<file path="src/rtl/ysyx_22040895_memarb.sv">
// Memory port arbiter: shares one valid/ready memory port between fetch (IF) and load/store (LS).
// Optional response watchdog compiled in with `define YSYX_22040895_MEMARB_TIMEOUT_EN.
module ysyx_22040895_memarb #(
  parameter int ADDR_W  = 64,
  parameter int DATA_W  = 64,
  parameter int TIMEOUT = 255
) (
  input  logic                clk,
  input  logic                rst,
  input  logic                if_req_i,
  input  logic [ADDR_W-1:0]   if_addr_i,
  output logic                if_done_o,
  output logic [31:0]         if_rdata_o,
  input  logic                ls_req_i,
  input  logic                ls_we_i,
  input  logic [ADDR_W-1:0]   ls_addr_i,
  input  logic [DATA_W-1:0]   ls_wdata_i,
  input  logic [DATA_W/8-1:0] ls_wmask_i,
  output logic                ls_done_o,
  output logic [DATA_W-1:0]   ls_rdata_o,
  output logic                mem_valid_o,
  input  logic                mem_ready_i,
  output logic                mem_we_o,
  output logic [ADDR_W-1:0]   mem_addr_o,
  output logic [DATA_W-1:0]   mem_wdata_o,
  output logic [DATA_W/8-1:0] mem_wmask_o,
  input  logic                mem_rvalid_i,
  input  logic [DATA_W-1:0]   mem_rdata_i,
  output logic                stall_o,
  output logic                err_o
);

  // state  | meaning
  // IDLE   | no access; arbitrate (LS over IF) and latch command
  // ADDR   | address phase, mem_valid_o high until mem_ready_i
  // DATA   | waiting for read data (mem_rvalid_i)
  // RESP   | one-cycle done pulse to the owner
  typedef enum logic [1:0] {S_IDLE, S_ADDR, S_DATA, S_RESP} state_t;

  state_t r_state;
  state_t w_next;

  logic                r_owner_ls;
  logic                r_we;
  logic [ADDR_W-1:0]   r_addr;
  logic [DATA_W-1:0]   r_wdata;
  logic [DATA_W/8-1:0] r_wmask;
  logic [31:0]         r_if_rdata;
  logic [DATA_W-1:0]   r_ls_rdata;

  logic w_finish;
  logic w_capture;
  logic w_timeout;

  // Read data is only taken for loads/fetches, and only once the address phase was accepted.
  assign w_capture = ((r_state == S_ADDR) && mem_ready_i && !r_we && mem_rvalid_i) ||
                     ((r_state == S_DATA) && mem_rvalid_i);
  assign w_finish  = w_capture || ((r_state == S_ADDR) && mem_ready_i && r_we);

`ifdef YSYX_22040895_MEMARB_TIMEOUT_EN
  localparam int CNT_W = ($clog2(TIMEOUT + 1) > 8) ? $clog2(TIMEOUT + 1) : 8;

  logic [CNT_W-1:0] r_wdog;
  logic             r_err;

  always_ff @(posedge clk) begin
    if (rst) begin
      r_wdog <= '0;
      r_err  <= 1'b0;
    end else begin
      r_err <= w_timeout;
      if (r_state == S_IDLE)
        r_wdog <= '0;
      else if ((r_state == S_ADDR) || (r_state == S_DATA))
        r_wdog <= r_wdog + 1'b1;
    end
  end

  assign w_timeout = ((r_state == S_ADDR) || (r_state == S_DATA)) &&
                     (r_wdog == CNT_W'(TIMEOUT - 1)) && !w_finish;
  assign err_o     = r_err;
`else
  assign w_timeout = 1'b0;
  assign err_o     = 1'b0;
`endif

  always_ff @(posedge clk) begin
    if (rst) r_state <= S_IDLE;
    else     r_state <= w_next;
  end

  always_comb begin
    w_next = r_state;
    case (r_state)
      S_IDLE: if (ls_req_i || if_req_i) w_next = S_ADDR;
      S_ADDR: begin
        if (w_finish)         w_next = S_RESP;
        else if (w_timeout)   w_next = S_RESP;
        else if (mem_ready_i) w_next = S_DATA;
      end
      S_DATA: if (w_finish || w_timeout) w_next = S_RESP;
      S_RESP: w_next = S_IDLE;
      default: w_next = S_IDLE;
    endcase
  end

  always_comb begin
    mem_valid_o = 1'b0;
    stall_o     = 1'b0;
    if_done_o   = 1'b0;
    ls_done_o   = 1'b0;
    case (r_state)
      S_IDLE: stall_o = if_req_i || ls_req_i;
      S_ADDR: begin
        mem_valid_o = 1'b1;
        stall_o     = 1'b1;
      end
      S_DATA: stall_o = 1'b1;
      S_RESP: begin
        if_done_o = !r_owner_ls;
        ls_done_o = r_owner_ls;
      end
      default: ;
    endcase
  end

  always_ff @(posedge clk) begin
    if (rst) begin
      r_owner_ls <= 1'b0;
      r_we       <= 1'b0;
      r_addr     <= '0;
      r_wdata    <= '0;
      r_wmask    <= '0;
      r_if_rdata <= '0;
      r_ls_rdata <= '0;
    end else begin
      if (r_state == S_IDLE) begin
        if (ls_req_i) begin
          r_owner_ls <= 1'b1;
          r_we       <= ls_we_i;
          r_addr     <= ls_addr_i;
          r_wdata    <= ls_wdata_i;
          r_wmask    <= ls_wmask_i;
        end else if (if_req_i) begin
          r_owner_ls <= 1'b0;
          r_we       <= 1'b0;
          r_addr     <= if_addr_i;
          r_wdata    <= '0;
          r_wmask    <= '0;
        end
      end
      if (w_capture) begin
        if (r_owner_ls) r_ls_rdata <= mem_rdata_i;
        else            r_if_rdata <= mem_rdata_i[31:0];
      end
      if ((r_state == S_ADDR) && mem_ready_i && r_we)
        r_ls_rdata <= '0;
      // An aborted access reports zero data to its owner.
      if (w_timeout) begin
        if (r_owner_ls) r_ls_rdata <= '0;
        else            r_if_rdata <= '0;
      end
    end
  end

  assign mem_we_o    = r_we;
  assign mem_addr_o  = r_addr;
  assign mem_wdata_o = r_wdata;
  assign mem_wmask_o = r_wmask;
  assign if_rdata_o  = r_if_rdata;
  assign ls_rdata_o  = r_ls_rdata;

endmodule
</file>
<file path="config.mk">
export PLATFORM = sky130hd
export DESIGN_NAME = ysyx_22040895_memarb
export DESIGN_NICKNAME = d
export VERILOG_FILES = /design/src/rtl/ysyx_22040895_memarb.sv
export SDC_FILE = /design/constraint.sdc
export NUM_CORES = 1
export LEC_CHECK = 0
export CORE_AREA = 2 2 195 197
export DETAILED_ROUTE_END_ITERATION = 8
export DIE_AREA = 0 0 197 199
export GPL_ROUTABILITY_DRIVEN = 1
export PLACE_DENSITY_LB_ADDON = 0.05
export SETUP_SLACK_MARGIN = 0.15
export SYNTH_ARGS = -nofsm -noshare
export SYNTH_HDL_FRONTEND = slang
export SYNTH_SLANG_ARGS = --single-unit
</file>
<file path="constraint.sdc">
create_clock -name clk -period 3.5 [get_ports clk]
set_input_delay 1.05 -clock clk [delete_from_list [all_inputs] [get_ports clk]]
set_output_delay 1.05 -clock clk [all_outputs]
set_load 0.01 [all_outputs]
</file>
==> impl_metrics.yaml, run 1 <==
yosys:
  ys_warn_count: 0
  synth_cell_type_count: 33
  netlist_area_sq_mm: 0.00904
  synth-seq-area-share: 0.523
  yosys_register_bits: 236
  synth_cells: 1068
  avgSynthCellArea_sq_um: 8.46
  synth_nets: 1345
flow_run:
  maxCapViolCount: 0
detailed_routing:
  firstDrtPassIters: 4
  drtIter0Drc: 399
  drc: 0
  ant_nets: 0
  routed_wl_mm: 36.9
  drt-wirelength-per-cell_um: 18.2
  vias_per_cell: 4.41
  vias: 8929
layout:
  drive_above_1_share: 0.0420
  final_common_cell: "clkdlybuf4s50_1"
  final_cell_mix: "504 x clkdlybuf4s50_1, 267 x nand2_1, 236 x dfxtp_1, 173 x a21oi_1, 73 x nand3_1"
  nets: 1806
  fillers: 3809
  area_growth_pct: 70.6
status:
  outcome: "complete, no violations"
global_route:
  antenna_found_initial: 4
  grt_first_pass_wirelength_mm: 53.9
  grt.overflow.total: 0
  grt_pass1_vias: 8717
  grt_usage: 0.179
  grt_max_degree: 141
die:
  die_x_um: 197
  num_io_pins: 509
  start_util: 0.243
  fp.coreArea_sq_mm: 0.0371
  rows: 71
  chipHeight_um: 199
  dieArea_sq_mm: 0.0392
sta:
  final-hold-violation-count: 0
  grt_setup_unrepaired: "false"
  holdWs_ps: 448
  fin_crit_ps: 3120
  setup_violations: 0
  relSlewSlack: 0.420
  maxSlewViolCount: 0
  timing.final.crit_share: 0.890
  clock.fmax_mhz: 321
  fin_skew_ps: 6.28
  tightestPinTransition_ps: 871
  finalSetupTns_ps: 0
  fin_ws_ps: 385
cts:
  root_buffer: "clkbuf_16"
  cts_hold_buffers: 0
  cts_buffers: 28
  h-tree-depth: 1
  post_cts_buffers: 0
  clk-insertion-delay-late_ps: 540
  clock_sinks: 236
  clk_pin_slew_worst_paths_ps: 60
  cts_buffer_depth: 3
  cts_resized: 1
  tritoncts: "done"
placed_design:
  place_ws_ps: 95.2
  place.gp.congestion: 0.762
  io_buffers: 507
  dp_hpwl_mm: 26.6
setup_path:
  required_ps: 2450
  cp_max_fo: 2
  critPathCaptureType: "primary output"
  crit_arrival_ps: 2070
  criticalPathCategory: "input port to primary output"
  start_kind: "input port"
pwr:
  cellPowerDensity_mw_per_mm2: 618
  vdd_drop_max_mv: 0.337
  p_leak_nw: 5.55
hold_path:
  min_path_type: "register to register"
-- worst max-delay path, cell delays in order --
cell and delay (ps):
clkdlybuf4s50_1 530, o21ai_4 60, a21oi_1 130, dlygate4sd2_1 290
-- logic make-up (layout without fill, tap and decap cells) --
| family | after synthesis | count (layout) | share of synthesized area |
|---|---|---|---|
| fa+ha+maj | 6 | 6 | 0.00831 |
| flops | 236 | 236 | 0.523 |
| mux | 64 | 64 | 0.0709 |
| buf+inv | 97 | 575 | 0.0497 |
| other cells | 1 | 5 | 0.000415 |
| simple gates | 414 | 414 | 0.186 |
| compound gates | 250 | 250 | 0.162 |
-- power by group --
group          internal [mW]  total, mW  switching (mW)
clock network           1.75       2.89            1.14
registers               3.14       3.37           0.232
logic                   1.52       3.27            1.75
-- through the flow --
step,area (sq um),std cells,utilization,power [mW]
final,15400,2024,0.415,9.54
after global routing,15400,2023,0.415,10.1
after CTS,15400,2020,0.415,9.73
after detailed placement,14500,1973,0.391,6.76
after global placement,14500,1973,0.391,6.75
after floorplan,9040,1068,-,5.01
-- path summary, 6_finish.rpt --
check	startpoint	to	slack, ps	depth (start not counted)
setup / recovery	if_req_i	stall_o	380	4
hold / removal	mem_wdata_o[44]$_SDFFE_PP0P_	mem_wdata_o[44]$_SDFFE_PP0P_	450	2
setup reg to reg	r_state[0]$_SDFFE_PP0P_	mem_addr_o[61]$_SDFFE_PP0P_	940	7
hold reg to reg	mem_wdata_o[44]$_SDFFE_PP0P_	mem_wdata_o[44]$_SDFFE_PP0P_	450	2
-- synthesized netlist by cell type (all sizes together) --
cell	count	area (sq um)
a21oi	173	866
dfxtp	236	4720
and2	1	6.26
and3b	1	8.76
o211ai	2	20.0
ha	6	75.1
or4	1	7.51
o21a	1	7.51
o41ai	1	8.76
nand3b	1	20.0
nor3	1	5.00
nand2	267	1000
conb	1	3.75
o21ai	3	15.0
a21bo	1	10.0
a31o	1	8.76
o31ai	1	7.51
a211oi	66	513
a221oi	1	8.76
inv	6	22.5
nor2b	1	6.26
buf	42	243
nor3b	1	7.51
clkbuf	49	184
mux2i	64	641
nand3	73	365
nor2	67	251
-- layout make-up --
cell class,instances,area (sq um),area share
Timing Repair Buffer,522,5260,0.341
Sequential cell,236,4720,0.306
Multi-Input combinational cell,735,3900,0.253
Clock buffer,42,825,0.0535
Tap cell,474,593,0.0385
Clock inverter,5,78.8,0.00511
Inverter,6,22.5,0.00146
Antenna cell,4,10.0,0.000649
-- state kept, by name, summed over array words and instances (netlist names) --
register	flops
ls_rdata_o	64
mem_addr_o	64
mem_wdata_o	64
if_rdata_o	32
mem_wmask_o	8
r_state	2
mem_we_o	1
r_owner_ls	1
-- routing by layer --
| layer | wire (um) | track usage | up-vias |
|---|---|---|---|
| met1 | 14200 | 0.201 | 4013 |
| met5 | 0 | 0 | - |
| met2 | 18400 | 0.313 | 311 |
| met3 | 3470 | 0.0687 | 44 |
| li1 | - | - | 4561 |
| met4 | 906 | 0.0554 | 0 |
Power figures use the tool's default switching activity.
==> run 2: changes to the inputs <==
--- a/config.mk
+++ b/config.mk
@@ -5,7 +5,9 @@
 export SDC_FILE = /design/constraint.sdc
 export NUM_CORES = 1
 export LEC_CHECK = 0
+export CAP_MARGIN = 40
 export CORE_AREA = 2 2 195 197
+export CTS_CLUSTER_DIAMETER = 40
 export DETAILED_ROUTE_END_ITERATION = 8
 export DIE_AREA = 0 0 197 199
 export GPL_ROUTABILITY_DRIVEN = 1
==> impl_metrics.yaml, run 2 (same netlist as run 1, synthesis figures left out) <==
cts:
  clock_sinks: 236
  clk_pin_slew_worst_paths_ps: 40
  cts_hold_buffers: 0
  tritoncts: "done"
  h-tree-depth: 2
  cts_buffers: 45
  cts_buffer_depth: 3
  clk-insertion-delay-late_ps: 550
  root_buffer: "clkbuf_16"
pwr:
  vdd_drop_max_mv: 0.402
  p_sw_frac: 0.311
  internal_power_mw: 7.65
  p_leak_nw: 5.88
  cellPowerDensity_mw_per_mm2: 690
  seq_power_share: 0.304
  clockPowerShare: 0.401
  combPwrFrac: 0.295
  switchingPower_mw: 3.45
die:
  dieArea_sq_mm: 0.0392
  die_x_um: 197
  start_util: 0.243
  num_io_pins: 509
  fp.coreArea_sq_mm: 0.0371
  rows: 71
  chipHeight_um: 199
setup_path:
  start_kind: "input port"
  criticalPathCategory: "input port to primary output"
  required_ps: 2450
  reg2reg_depth: 7
  cp_max_fo: 2
  critPathCaptureType: "primary output"
  crit_arrival_ps: 2070
placed_design:
  io_buffers: 507
  dp_hpwl_mm: 26.6
  place.gp.congestion: 0.762
  place_ws_ps: 95.2
  place_area_sq_mm: 0.0145
detailed_routing:
  vias_per_cell: 4.42
  drtIter0Drc: 370
  firstDrtPassIters: 4
  routed_wl_mm: 37.4
  drc: 0
  ant_nets: 0
  vias: 9101
  drt-wirelength-per-cell_um: 18.2
global_route:
  grt_first_pass_wirelength_mm: 54.6
  grt_max_degree: 141
  antenna_found_initial: 4
  grt.overflow.total: 0
  grt_usage: 0.184
  grt_pass1_vias: 9048
sta:
  setup_violations: 0
  final-hold-violation-count: 0
  fin_ws_ps: 384
  relSlewSlack: 0.421
  fin_skew_ps: 9.73
  clock.fmax_mhz: 321
  timing.final.crit_share: 0.890
  tightestPinTransition_ps: 868
  maxSlewViolCount: 0
  holdWs_ps: 446
  fin_crit_ps: 3120
  grt_setup_unrepaired: "false"
  finalSetupTns_ps: 0
layout:
  nets: 1823
  final_common_cell: "clkdlybuf4s50_1"
  stdcell_area_sq_mm: 0.0161
  drive_above_1_share: 0.0664
  fillers: 3754
  area_growth_pct: 78.0
  final_cell_mix: "504 x clkdlybuf4s50_1, 267 x nand2_1, 236 x dfxtp_1, 173 x a21oi_1, 73 x nand3_1"
hold_path:
  min_path_type: "register to register"
  min_path_cells: 2
status:
  outcome: "complete, no violations"
flow_run:
  maxCapViolCount: 0
## run 2: changes by cell type in the layout (fill, tap and decap cells not counted), sizes merged
cell	before	now
clkinv	2	12
clkbuf	42	62
bufinv	2	4
clkinvlp	0	3
## run 2: per-stage QoR
step | util | std cells | power (mW)
2_1_floorplan | - | 1068 | 5.01
3_3_place_gp | 0.391 | 1973 | 6.75
3_5_place_dp | 0.391 | 1973 | 6.76
4_1_cts | 0.433 | 2055 | 11.3
5_1_grt | 0.433 | 2058 | 11.7
6_report | 0.433 | 2059 | 11.1
## run 2: power by group through the flow
stage          logic, mW  registers (mW)  clock network, mW
4_1_cts             3.34            3.38               4.58
3_5_place_dp        3.33            3.42                  0
5_1_grt             3.58            3.44               4.69
2_1_floorplan       1.39            3.62                  0
3_3_place_gp        3.34            3.41                  0
6_report            3.27            3.38               4.45
## run 2: layer usage
metal | routed length (um) | up-vias | global-route usage
li1 | - | 4615 | -
met1 | 14100 | 4062 | 0.198
met2 | 18200 | 351 | 0.312
met3 | 3770 | 73 | 0.0809
met4 | 1390 | 0 | 0.0835
met5 | 0 | - | 0
## run 2: worst max-delay path, stage by stage
cell             delay (ps)
clkdlybuf4s50_1         530
o21ai_4                  60
a21oi_1                 130
dlygate4sd2_1           290
## run 2: layout make-up
cell class / count / area [sq um] / area share
Clock buffer: 62 / 1350 / 0.0841
Multi-Input combinational cell: 735 / 3900 / 0.243
Clock inverter: 20 / 223 / 0.0138
Inverter: 6 / 22.5 / 0.00140
Tap cell: 474 / 593 / 0.0369
Sequential cell: 236 / 4720 / 0.294
Timing Repair Buffer: 522 / 5260 / 0.327
Antenna cell: 4 / 10.0 / 0.000622
## run 2: worst paths after layout
path,from,end,slack (ps)
worst max-delay path,if_req_i,stall_o,380
worst min-delay path,mem_wdata_o[44]$_SDFFE_PP0P_,mem_wdata_o[44]$_SDFFE_PP0P_,450
worst max register to register,r_state[0]$_SDFFE_PP0P_,mem_addr_o[61]$_SDFFE_PP0P_,930
worst min register to register,mem_wdata_o[44]$_SDFFE_PP0P_,mem_wdata_o[44]$_SDFFE_PP0P_,450
## run 2: timing repair
item,CTS,global route
setup buffers,0,0
endpoints found under the setup margin,1,0
resized for setup,1,0
==> run 3: changes to the inputs <==
--- a/config.mk
+++ b/config.mk
@@ -5,7 +5,7 @@
 export SDC_FILE = /design/constraint.sdc
 export NUM_CORES = 1
 export LEC_CHECK = 0
-export CAP_MARGIN = 40
+export CAP_MARGIN = 0
 export CORE_AREA = 2 2 195 197
 export CTS_CLUSTER_DIAMETER = 40
 export DETAILED_ROUTE_END_ITERATION = 8
==> results of run 3 <==
The final DEF is identical to that of run 2; final timing and power are the same.
